### src/rtl/bp_me_cord_id_req_arb_if.sv
// ----------------------------------------------------------------------------
// bp_me_cord_id_req_arb_if
//   Request/response bundle between ME clients and the cord->ID request
//   arbiter.
//   slave modport  : the arbiter (consumes requests, produces responses)
//   master modport : the clients / response consumer
//   Signals:
//     req_v        per-client request valid
//     req_cord     per-client cord, client i at [i*cord_width_p +: cord_width_p]
//     req_ready    one-hot grant back to the clients
//     resp_v       response valid
//     resp_tag     index of the served client
//     resp_*_id*   captured translator results
//     resp_yumi    consumer accepts the response
// ----------------------------------------------------------------------------
interface bp_me_cord_id_req_arb_if #(
  parameter int num_req_p       = 4,
  parameter int cord_width_p    = 5,
  parameter int core_id_width_p = 2,
  parameter int cce_id_width_p  = 4,
  parameter int lce_id_width_p  = 6,
  parameter int tag_width_p     = $clog2(num_req_p)
) ();

  logic [num_req_p-1:0]              req_v;
  logic [num_req_p*cord_width_p-1:0] req_cord;
  logic [num_req_p-1:0]              req_ready;

  logic                              resp_v;
  logic [tag_width_p-1:0]            resp_tag;
  logic [core_id_width_p-1:0]        resp_core_id;
  logic [cce_id_width_p-1:0]         resp_cce_id;
  logic [lce_id_width_p-1:0]         resp_lce_id0;
  logic [lce_id_width_p-1:0]         resp_lce_id1;
  logic                              resp_yumi;

  modport slave (
    input  req_v, req_cord, resp_yumi,
    output req_ready, resp_v, resp_tag, resp_core_id, resp_cce_id,
           resp_lce_id0, resp_lce_id1
  );

  modport master (
    output req_v, req_cord, resp_yumi,
    input  req_ready, resp_v, resp_tag, resp_core_id, resp_cce_id,
           resp_lce_id0, resp_lce_id1
  );

endinterface

### src/rtl/bp_me_cord_id_req_arb.sv
// ----------------------------------------------------------------------------
// bp_me_cord_id_req_arb
//   Shares one combinational cord->ID translator among num_req_p ME clients.
//   A round-robin grant picks one requesting client, its cord is registered
//   onto cord_o, the translator result is captured one cycle later and held
//   on a valid/yumi response port together with the requester's index.
//
//   Ports:
//     clk_i, reset_n_i  clock (rising edge), async active-low reset
//     arb_if (slave)    request valid/cord/ready and response valid/tag/IDs/yumi
//     cord_o            registered cord driven into the translator
//     core_id_i, cce_id_i, lce_id0_i, lce_id1_i   translator results
//
//   Optional feature: define BP_ME_CORD_ID_CACHE_EN to add a one-entry
//   last-result cache; a request whose cord matches the cached cord skips the
//   LOOKUP cycle and responds one cycle earlier.
// ----------------------------------------------------------------------------
module bp_me_cord_id_req_arb #(
  parameter int num_req_p       = 4,
  parameter int cord_width_p    = 5,
  parameter int core_id_width_p = 2,
  parameter int cce_id_width_p  = 4,
  parameter int lce_id_width_p  = 6,
  parameter int tag_width_p     = $clog2(num_req_p)
) (
  input  logic                       clk_i,
  input  logic                       reset_n_i,
  bp_me_cord_id_req_arb_if.slave     arb_if,
  output logic [cord_width_p-1:0]    cord_o,
  input  logic [core_id_width_p-1:0] core_id_i,
  input  logic [cce_id_width_p-1:0]  cce_id_i,
  input  logic [lce_id_width_p-1:0]  lce_id0_i,
  input  logic [lce_id_width_p-1:0]  lce_id1_i
);

  typedef enum logic [1:0] {
    IDLE   = 2'd0,
    LOOKUP = 2'd1,
    RESP   = 2'd2
  } state_e;

  state_e                     state_q, state_d;
  logic [tag_width_p-1:0]     ptr_q, ptr_d;
  logic [tag_width_p-1:0]     tag_q, tag_d;
  logic [cord_width_p-1:0]    cord_q, cord_d;
  logic [core_id_width_p-1:0] core_q, core_d;
  logic [cce_id_width_p-1:0]  cce_q, cce_d;
  logic [lce_id_width_p-1:0]  lce0_q, lce0_d;
  logic [lce_id_width_p-1:0]  lce1_q, lce1_d;

`ifdef BP_ME_CORD_ID_CACHE_EN
  logic                       cache_v_q, cache_v_d;
  logic [cord_width_p-1:0]    cache_cord_q, cache_cord_d;
  logic [core_id_width_p-1:0] cache_core_q, cache_core_d;
  logic [cce_id_width_p-1:0]  cache_cce_q, cache_cce_d;
  logic [lce_id_width_p-1:0]  cache_lce0_q, cache_lce0_d;
  logic [lce_id_width_p-1:0]  cache_lce1_q, cache_lce1_d;
`endif

  logic [num_req_p-1:0]       gnt;
  logic [tag_width_p-1:0]     gnt_idx;
  logic                       gnt_found;
  logic [cord_width_p-1:0]    gnt_cord;

  // Round-robin search starting at the pointer; first valid client wins.
  always_comb begin
    gnt       = '0;
    gnt_idx   = '0;
    gnt_found = 1'b0;
    for (int k = 0; k < num_req_p; k++) begin
      if (!gnt_found && arb_if.req_v[(int'(ptr_q) + k) % num_req_p]) begin
        gnt_found = 1'b1;
        gnt_idx   = tag_width_p'((int'(ptr_q) + k) % num_req_p);
      end
    end
    gnt[gnt_idx] = gnt_found;
  end

  assign gnt_cord = arb_if.req_cord[gnt_idx*cord_width_p +: cord_width_p];

  // The grant is only offered while idle, so any asserted grant bit is also
  // a completed handshake with a valid client.
  assign arb_if.req_ready = (state_q == IDLE) ? gnt : '0;

  always_comb begin
    state_d = state_q;
    ptr_d   = ptr_q;
    tag_d   = tag_q;
    cord_d  = cord_q;
    core_d  = core_q;
    cce_d   = cce_q;
    lce0_d  = lce0_q;
    lce1_d  = lce1_q;
`ifdef BP_ME_CORD_ID_CACHE_EN
    cache_v_d    = cache_v_q;
    cache_cord_d = cache_cord_q;
    cache_core_d = cache_core_q;
    cache_cce_d  = cache_cce_q;
    cache_lce0_d = cache_lce0_q;
    cache_lce1_d = cache_lce1_q;
`endif
    unique case (state_q)
      IDLE: begin
        if (gnt_found) begin
          cord_d = gnt_cord;
          tag_d  = gnt_idx;
          ptr_d  = (int'(gnt_idx) == num_req_p - 1) ? '0
                                                    : gnt_idx + tag_width_p'(1);
`ifdef BP_ME_CORD_ID_CACHE_EN
          if (cache_v_q && (gnt_cord == cache_cord_q)) begin
            core_d  = cache_core_q;
            cce_d   = cache_cce_q;
            lce0_d  = cache_lce0_q;
            lce1_d  = cache_lce1_q;
            state_d = RESP;
          end else begin
            state_d = LOOKUP;
          end
`else
          state_d = LOOKUP;
`endif
        end
      end
      LOOKUP: begin
        // cord_o has been stable for this whole cycle, so the translator
        // output is settled at the closing edge.
        core_d  = core_id_i;
        cce_d   = cce_id_i;
        lce0_d  = lce_id0_i;
        lce1_d  = lce_id1_i;
        state_d = RESP;
`ifdef BP_ME_CORD_ID_CACHE_EN
        cache_v_d    = 1'b1;
        cache_cord_d = cord_q;
        cache_core_d = core_id_i;
        cache_cce_d  = cce_id_i;
        cache_lce0_d = lce_id0_i;
        cache_lce1_d = lce_id1_i;
`endif
      end
      RESP: begin
        if (arb_if.resp_yumi) state_d = IDLE;
      end
      default: state_d = IDLE;
    endcase
  end

  always_ff @(posedge clk_i or negedge reset_n_i) begin
    if (!reset_n_i) begin
      state_q <= IDLE;
      ptr_q   <= '0;
      tag_q   <= '0;
      cord_q  <= '0;
      core_q  <= '0;
      cce_q   <= '0;
      lce0_q  <= '0;
      lce1_q  <= '0;
    end else begin
      state_q <= state_d;
      ptr_q   <= ptr_d;
      tag_q   <= tag_d;
      cord_q  <= cord_d;
      core_q  <= core_d;
      cce_q   <= cce_d;
      lce0_q  <= lce0_d;
      lce1_q  <= lce1_d;
    end
  end

`ifdef BP_ME_CORD_ID_CACHE_EN
  always_ff @(posedge clk_i or negedge reset_n_i) begin
    if (!reset_n_i) begin
      cache_v_q    <= 1'b0;
      cache_cord_q <= '0;
      cache_core_q <= '0;
      cache_cce_q  <= '0;
      cache_lce0_q <= '0;
      cache_lce1_q <= '0;
    end else begin
      cache_v_q    <= cache_v_d;
      cache_cord_q <= cache_cord_d;
      cache_core_q <= cache_core_d;
      cache_cce_q  <= cache_cce_d;
      cache_lce0_q <= cache_lce0_d;
      cache_lce1_q <= cache_lce1_d;
    end
  end
`endif

  assign cord_o              = cord_q;
  assign arb_if.resp_v       = (state_q == RESP);
  assign arb_if.resp_tag     = tag_q;
  assign arb_if.resp_core_id = core_q;
  assign arb_if.resp_cce_id  = cce_q;
  assign arb_if.resp_lce_id0 = lce0_q;
  assign arb_if.resp_lce_id1 = lce1_q;

endmodule

### src/flat_wrapper.sv
// flat-port wrapper written by rule: the top's interface ports become plain ports
module bp_me_cord_id_req_arb_flat 
#(
  parameter int num_req_p       = 4,
  parameter int cord_width_p    = 5,
  parameter int core_id_width_p = 2,
  parameter int cce_id_width_p  = 4,
  parameter int lce_id_width_p  = 6,
  parameter int tag_width_p     = $clog2(num_req_p)
)
  (clk_i, reset_n_i, cord_o, core_id_i, cce_id_i, lce_id0_i, lce_id1_i, arb_if_req_v, arb_if_req_cord, arb_if_resp_yumi, arb_if_req_ready, arb_if_resp_v, arb_if_resp_tag, arb_if_resp_core_id, arb_if_resp_cce_id, arb_if_resp_lce_id0, arb_if_resp_lce_id1);
  bp_me_cord_id_req_arb_if #(.num_req_p(num_req_p), .cord_width_p(cord_width_p), .core_id_width_p(core_id_width_p), .cce_id_width_p(cce_id_width_p), .lce_id_width_p(lce_id_width_p), .tag_width_p(tag_width_p)) arb_if_i ();
  input  logic clk_i;
  input  logic reset_n_i;
  output logic [cord_width_p-1:0] cord_o;
  input  logic [core_id_width_p-1:0] core_id_i;
  input  logic [cce_id_width_p-1:0] cce_id_i;
  input  logic [lce_id_width_p-1:0] lce_id0_i;
  input  logic [lce_id_width_p-1:0] lce_id1_i;
  input wire logic [$bits(arb_if_i.req_v)-1:0] arb_if_req_v;
  input wire logic [$bits(arb_if_i.req_cord)-1:0] arb_if_req_cord;
  input wire logic [$bits(arb_if_i.resp_yumi)-1:0] arb_if_resp_yumi;
  output wire logic [$bits(arb_if_i.req_ready)-1:0] arb_if_req_ready;
  output wire logic [$bits(arb_if_i.resp_v)-1:0] arb_if_resp_v;
  output wire logic [$bits(arb_if_i.resp_tag)-1:0] arb_if_resp_tag;
  output wire logic [$bits(arb_if_i.resp_core_id)-1:0] arb_if_resp_core_id;
  output wire logic [$bits(arb_if_i.resp_cce_id)-1:0] arb_if_resp_cce_id;
  output wire logic [$bits(arb_if_i.resp_lce_id0)-1:0] arb_if_resp_lce_id0;
  output wire logic [$bits(arb_if_i.resp_lce_id1)-1:0] arb_if_resp_lce_id1;
  assign arb_if_i.req_v = arb_if_req_v;
  assign arb_if_i.req_cord = arb_if_req_cord;
  assign arb_if_i.resp_yumi = arb_if_resp_yumi;
  assign arb_if_req_ready = arb_if_i.req_ready;
  assign arb_if_resp_v = arb_if_i.resp_v;
  assign arb_if_resp_tag = arb_if_i.resp_tag;
  assign arb_if_resp_core_id = arb_if_i.resp_core_id;
  assign arb_if_resp_cce_id = arb_if_i.resp_cce_id;
  assign arb_if_resp_lce_id0 = arb_if_i.resp_lce_id0;
  assign arb_if_resp_lce_id1 = arb_if_i.resp_lce_id1;
  bp_me_cord_id_req_arb #(.num_req_p(num_req_p), .cord_width_p(cord_width_p), .core_id_width_p(core_id_width_p), .cce_id_width_p(cce_id_width_p), .lce_id_width_p(lce_id_width_p), .tag_width_p(tag_width_p)) u_core (.clk_i(clk_i), .reset_n_i(reset_n_i), .arb_if(arb_if_i), .cord_o(cord_o), .core_id_i(core_id_i), .cce_id_i(cce_id_i), .lce_id0_i(lce_id0_i), .lce_id1_i(lce_id1_i));
endmodule
### config.mk
export PLATFORM = sky130hd
export DESIGN_NAME = bp_me_cord_id_req_arb_flat
export DESIGN_NICKNAME = d
export VERILOG_FILES = /design/src/rtl/bp_me_cord_id_req_arb_if.sv /design/src/rtl/bp_me_cord_id_req_arb.sv /design/src/flat_wrapper.sv
export SDC_FILE = /design/constraint.sdc
export NUM_CORES = 1
export LEC_CHECK = 0
export CAP_MARGIN = 20
export CORE_MARGIN = 4
export CORE_UTILIZATION = 36
export DETAILED_ROUTE_END_ITERATION = 10
export GPL_TIMING_DRIVEN = 1
export HOLD_SLACK_MARGIN = 0.08
export PLACE_DENSITY = 0.77
export SYNTH_ARGS = -nofsm -noshare
export SYNTH_HDL_FRONTEND = slang
export SYNTH_SLANG_ARGS = --single-unit
### constraint.sdc
create_clock -name clk_i -period 1.9 [get_ports clk_i]
set_input_delay 0.475 -clock clk_i [delete_from_list [all_inputs] [get_ports clk_i]]
set_output_delay 0.475 -clock clk_i [all_outputs]
set_load 0.01 [all_outputs]
==> impl_metrics.xml <==
<?xml version="1.0" encoding="UTF-8"?>
<metrics>
  <group name="die">
    <metric name="boundaryPins" unit="">75</metric>
    <metric name="die_height" unit="um">71.7</metric>
    <metric name="floorplan.rows" unit="">22</metric>
    <metric name="die_area" unit="sq um">5140</metric>
    <metric name="die-width" unit="um">71.7</metric>
    <metric name="core_region_area" unit="sq um">3800</metric>
    <metric name="initial_utilization" unit="%">38.4</metric>
  </group>
  <group name="hold_path">
    <metric name="worstHoldStart" unit="">u_core.arb_if.resp_tag[1]</metric>
    <metric name="worst_hold_path_type" unit="">reg2reg</metric>
    <metric name="hold_path_depth" unit="">1</metric>
  </group>
  <group name="power">
    <metric name="finalPower" unit="mW">4.07</metric>
    <metric name="power_density" unit="nW/um^2">1540</metric>
    <metric name="peakVddDrop" unit="uV">849</metric>
    <metric name="p_leak" unit="nW">1.14</metric>
  </group>
  <group name="worst_setup_path">
    <metric name="end_kind" unit="">output port</metric>
    <metric name="worstReg2RegStart" unit="">u_core.ptr_q[1]</metric>
    <metric name="cp.required" unit="ns">1.42</metric>
    <metric name="r2r.worst_path.cells" unit="">7</metric>
    <metric name="critical_path_peak_fanout" unit="">4</metric>
    <metric name="critical_path_arrival" unit="ns">1.74</metric>
    <metric name="worst-setup-path-type" unit="">in2out</metric>
    <metric name="worstSetupStartpoint" unit="">arb_if_req_v[1]</metric>
    <metric name="startpoint_type" unit="">input port</metric>
  </group>
  <group name="finish">
    <metric name="share_of_cells_above_drive_strength_1" unit="%">35.9</metric>
    <metric name="final_common_cell" unit="">clkdlybuf4s50_1</metric>
    <metric name="antenna_cells_inserted" unit="">0</metric>
    <metric name="finalNetCount" unit="">268</metric>
    <metric name="area_growth" unit="%">81.6</metric>
    <metric name="final_core_utilization" unit="%">69.8</metric>
    <metric name="layout.cells.most_common_list" unit="">clkdlybuf4s50_1 (65), dfrtp_1 (28), mux2_2 (18)</metric>
  </group>
  <group name="synth">
    <metric name="syn_area_per_cell" unit="sq um">12.2</metric>
    <metric name="postSynthRegisterBits" unit="">29</metric>
    <metric name="synth-warning-count" unit="">0</metric>
    <metric name="synth.net_count" unit="">169</metric>
    <metric name="netlist-cell-type-count" unit="">28</metric>
    <metric name="seq_area_frac_synth" unit="%">49.7</metric>
    <metric name="netlist_instances" unit="">120</metric>
    <metric name="netlist_area" unit="sq um">1460</metric>
  </group>
  <group name="route">
    <metric name="drc_errors" unit="">0</metric>
    <metric name="detail_route.vias_per_cell" unit="">4.94</metric>
    <metric name="drt.antenna.violating_nets" unit="">0</metric>
    <metric name="num_vias" unit="">1325</metric>
    <metric name="routed_wl" unit="um">4130</metric>
    <metric name="detailedRoute.firstIterationViolations" unit="">36</metric>
    <metric name="detail_routed_net_length_per_standard_cell" unit="um">15.4</metric>
    <metric name="initial_drt_pass_iterations" unit="">4</metric>
  </group>
  <group name="clocking">
    <metric name="cts-hold-fix-buffers" unit="">0</metric>
    <metric name="cts_made_buffers" unit="">5</metric>
    <metric name="clock_tree.root_cell" unit="">clkbuf_8</metric>
    <metric name="cts_max_level" unit="">2</metric>
    <metric name="clkSinkCount" unit="">29</metric>
    <metric name="cts_tree" unit="">yes</metric>
    <metric name="cts.path.max_buffers" unit="">2</metric>
    <metric name="clk-insertion-delay-late" unit="ns">0.27</metric>
    <metric name="clk_pin_slew_worst_paths" unit="ns">0.06</metric>
  </group>
  <group name="timing">
    <metric name="final.min_clock_period" unit="ns">2.22</metric>
    <metric name="final-hold-violation-count" unit="">0</metric>
    <metric name="worst_slew_pin_slew" unit="ns">0.358</metric>
    <metric name="timing.final.ws_setup" unit="ns">-0.316</metric>
    <metric name="period_share" unit="%">117</metric>
    <metric name="slew_headroom" unit="%">76.2</metric>
    <metric name="fin_hold_ws" unit="ns">0.485</metric>
    <metric name="fin_skew" unit="ns">0.00469</metric>
    <metric name="unrepaired_setup_endpoints_after_global_routing" unit="">true</metric>
    <metric name="report.final.setup_viol" unit="">10</metric>
    <metric name="fmaxAchievable" unit="MHz">451</metric>
    <metric name="totalNegativeSetupSlack" unit="ns">-2.32</metric>
    <metric name="timing_max_transition_violations_final" unit="">0</metric>
  </group>
  <group name="placed_design">
    <metric name="placement.io_buffers" unit="">74</metric>
    <metric name="place.detailed.hpwl" unit="um">3030</metric>
    <metric name="finalWeightedCongestion" unit="">0.777</metric>
    <metric name="dpl_worst_slack" unit="ns">-1.09</metric>
  </group>
  <group name="global_routing">
    <metric name="track_usage" unit="%">17.2</metric>
    <metric name="first_global_vias" unit="">1481</metric>
    <metric name="largest_net_degree_at_the_start_of_global_routing" unit="">30</metric>
    <metric name="grt_pass1_wl" unit="um">6910</metric>
    <metric name="antenna_violations_before_repair" unit="">0</metric>
    <metric name="globalRouteOverflowTotal" unit="">0</metric>
  </group>
  <group name="flow_run">
    <metric name="maxCapViolations" unit="">0</metric>
  </group>
  <group name="run_status">
    <metric name="status" unit="">complete, but fails checks</metric>
    <metric name="violations" unit="">negative setup slack</metric>
  </group>
</metrics>
[cell usage after synthesis, drive strengths merged]
cell type | count | area (sq um)
a21boi | 5 | 37.5
a21o | 2 | 15.0
a21oi | 2 | 10.0
a221o | 6 | 60.1
a22o | 1 | 8.76
and2 | 5 | 31.3
and3 | 1 | 6.26
buf | 1 | 5.00
clkbuf | 2 | 7.51
dfrtp | 29 | 726
ha | 4 | 50.1
inv | 5 | 21.3
mux2 | 23 | 278
mux2i | 1 | 13.8
nand2 | 5 | 18.8
nand2b | 5 | 31.3
nand3 | 5 | 25.0
nor2 | 3 | 18.8
nor2b | 2 | 12.5
nor4 | 1 | 6.26
o21ai | 8 | 40.0
o21bai | 1 | 7.51
o22a | 1 | 8.76
o22ai | 1 | 12.5
o31ai | 1 | 7.51
[state kept, by name, indices dropped and copies added, names as in the netlist]
name                        flops
u_core.arb_if.resp_cce_id       4
u_core.arb_if.resp_lce_id1      6
u_core.state_q                  2
u_core.cord_o                   5
u_core.arb_if.resp_tag          2
u_core.ptr_q                    2
u_core.arb_if.resp_lce_id0      6
u_core.arb_if.resp_core_id      2
[worst max-delay path, cell delays in order]
cell and delay, ns:
dlygate4sd2_1 0.25, nor2b_1 0.07, a221o_1 0.35, and2_4 0.19
inv_4 0.08, ha_4 0.12, and2_4 0.13, buf_6 0.09
[power by group]
part / internal (mW) / total, mW / switching [mW]
registers: 0.941 / 1.13 / 0.184
logic: 1.38 / 2.31 / 0.931
clock network: 0.427 / 0.637 / 0.210
total: 2.74 / 4.07 / 1.33
[metrics by stage]
stage | area, sq um | instances
5_1_grt | 2650 | 268
2_1_floorplan | 1460 | 120
6_report | 2650 | 268
3_3_place_gp | 2390 | 258
4_1_cts | 2640 | 267
3_5_place_dp | 2390 | 258
[final timing paths]
check / end / slack [ns]
min reg2reg: u_core.arb_if.resp_tag[1] / 0.48
min: u_core.arb_if.resp_tag[1] / 0.48
max reg2reg: u_core.cord_o[0] / -0.04
min in group asynchronous: u_core.arb_if.resp_lce_id0[0] / 0.59
max: arb_if_req_ready[0] / -0.32
max in group asynchronous: u_core.ptr_q[1] / 1.03
[cell type report]
| class | instances | area [sq um] |
|---|---|---|
| repair buffers | 95 | 905 |
| inverters | 5 | 23.8 |
| clock buffers | 7 | 86.3 |
| clock inverters | 1 | 30.0 |
| well taps | 48 | 60.1 |
| flip-flops and latches | 29 | 727 |
| fillers | 257 | 1150 |
| multi-input cells | 83 | 818 |
[routing by layer]
layer | vias up | GRT usage [%] | share of wire (%)
met1 | 601 | 19.2 | 41
met2 | 85 | 28.7 | 47
li1 | 633 | - | -
met4 | 0 | 7.72 | 1.2
met3 | 6 | 7.15 | 11
met5 | - | 0 | 0
[timing repair]
action / in CTS / in global routing
pin swaps: 7 / 3
endpoints found under the setup margin: 11 / 10
buffers inserted: 1 / 1
gates resized for setup: 59 / 1
[cell families (layout without fill, tap and decap cells)]
kind of cell,after synthesis,in the layout,synth area share (%)
simple gates,27,27,10.3
flops,29,29,49.7
compound gates,28,28,14.2
fa+ha+maj,4,4,3.43
buf+inv,8,108,2.32
mux,24,24,20.0
(Power assumes the default switching activity.)
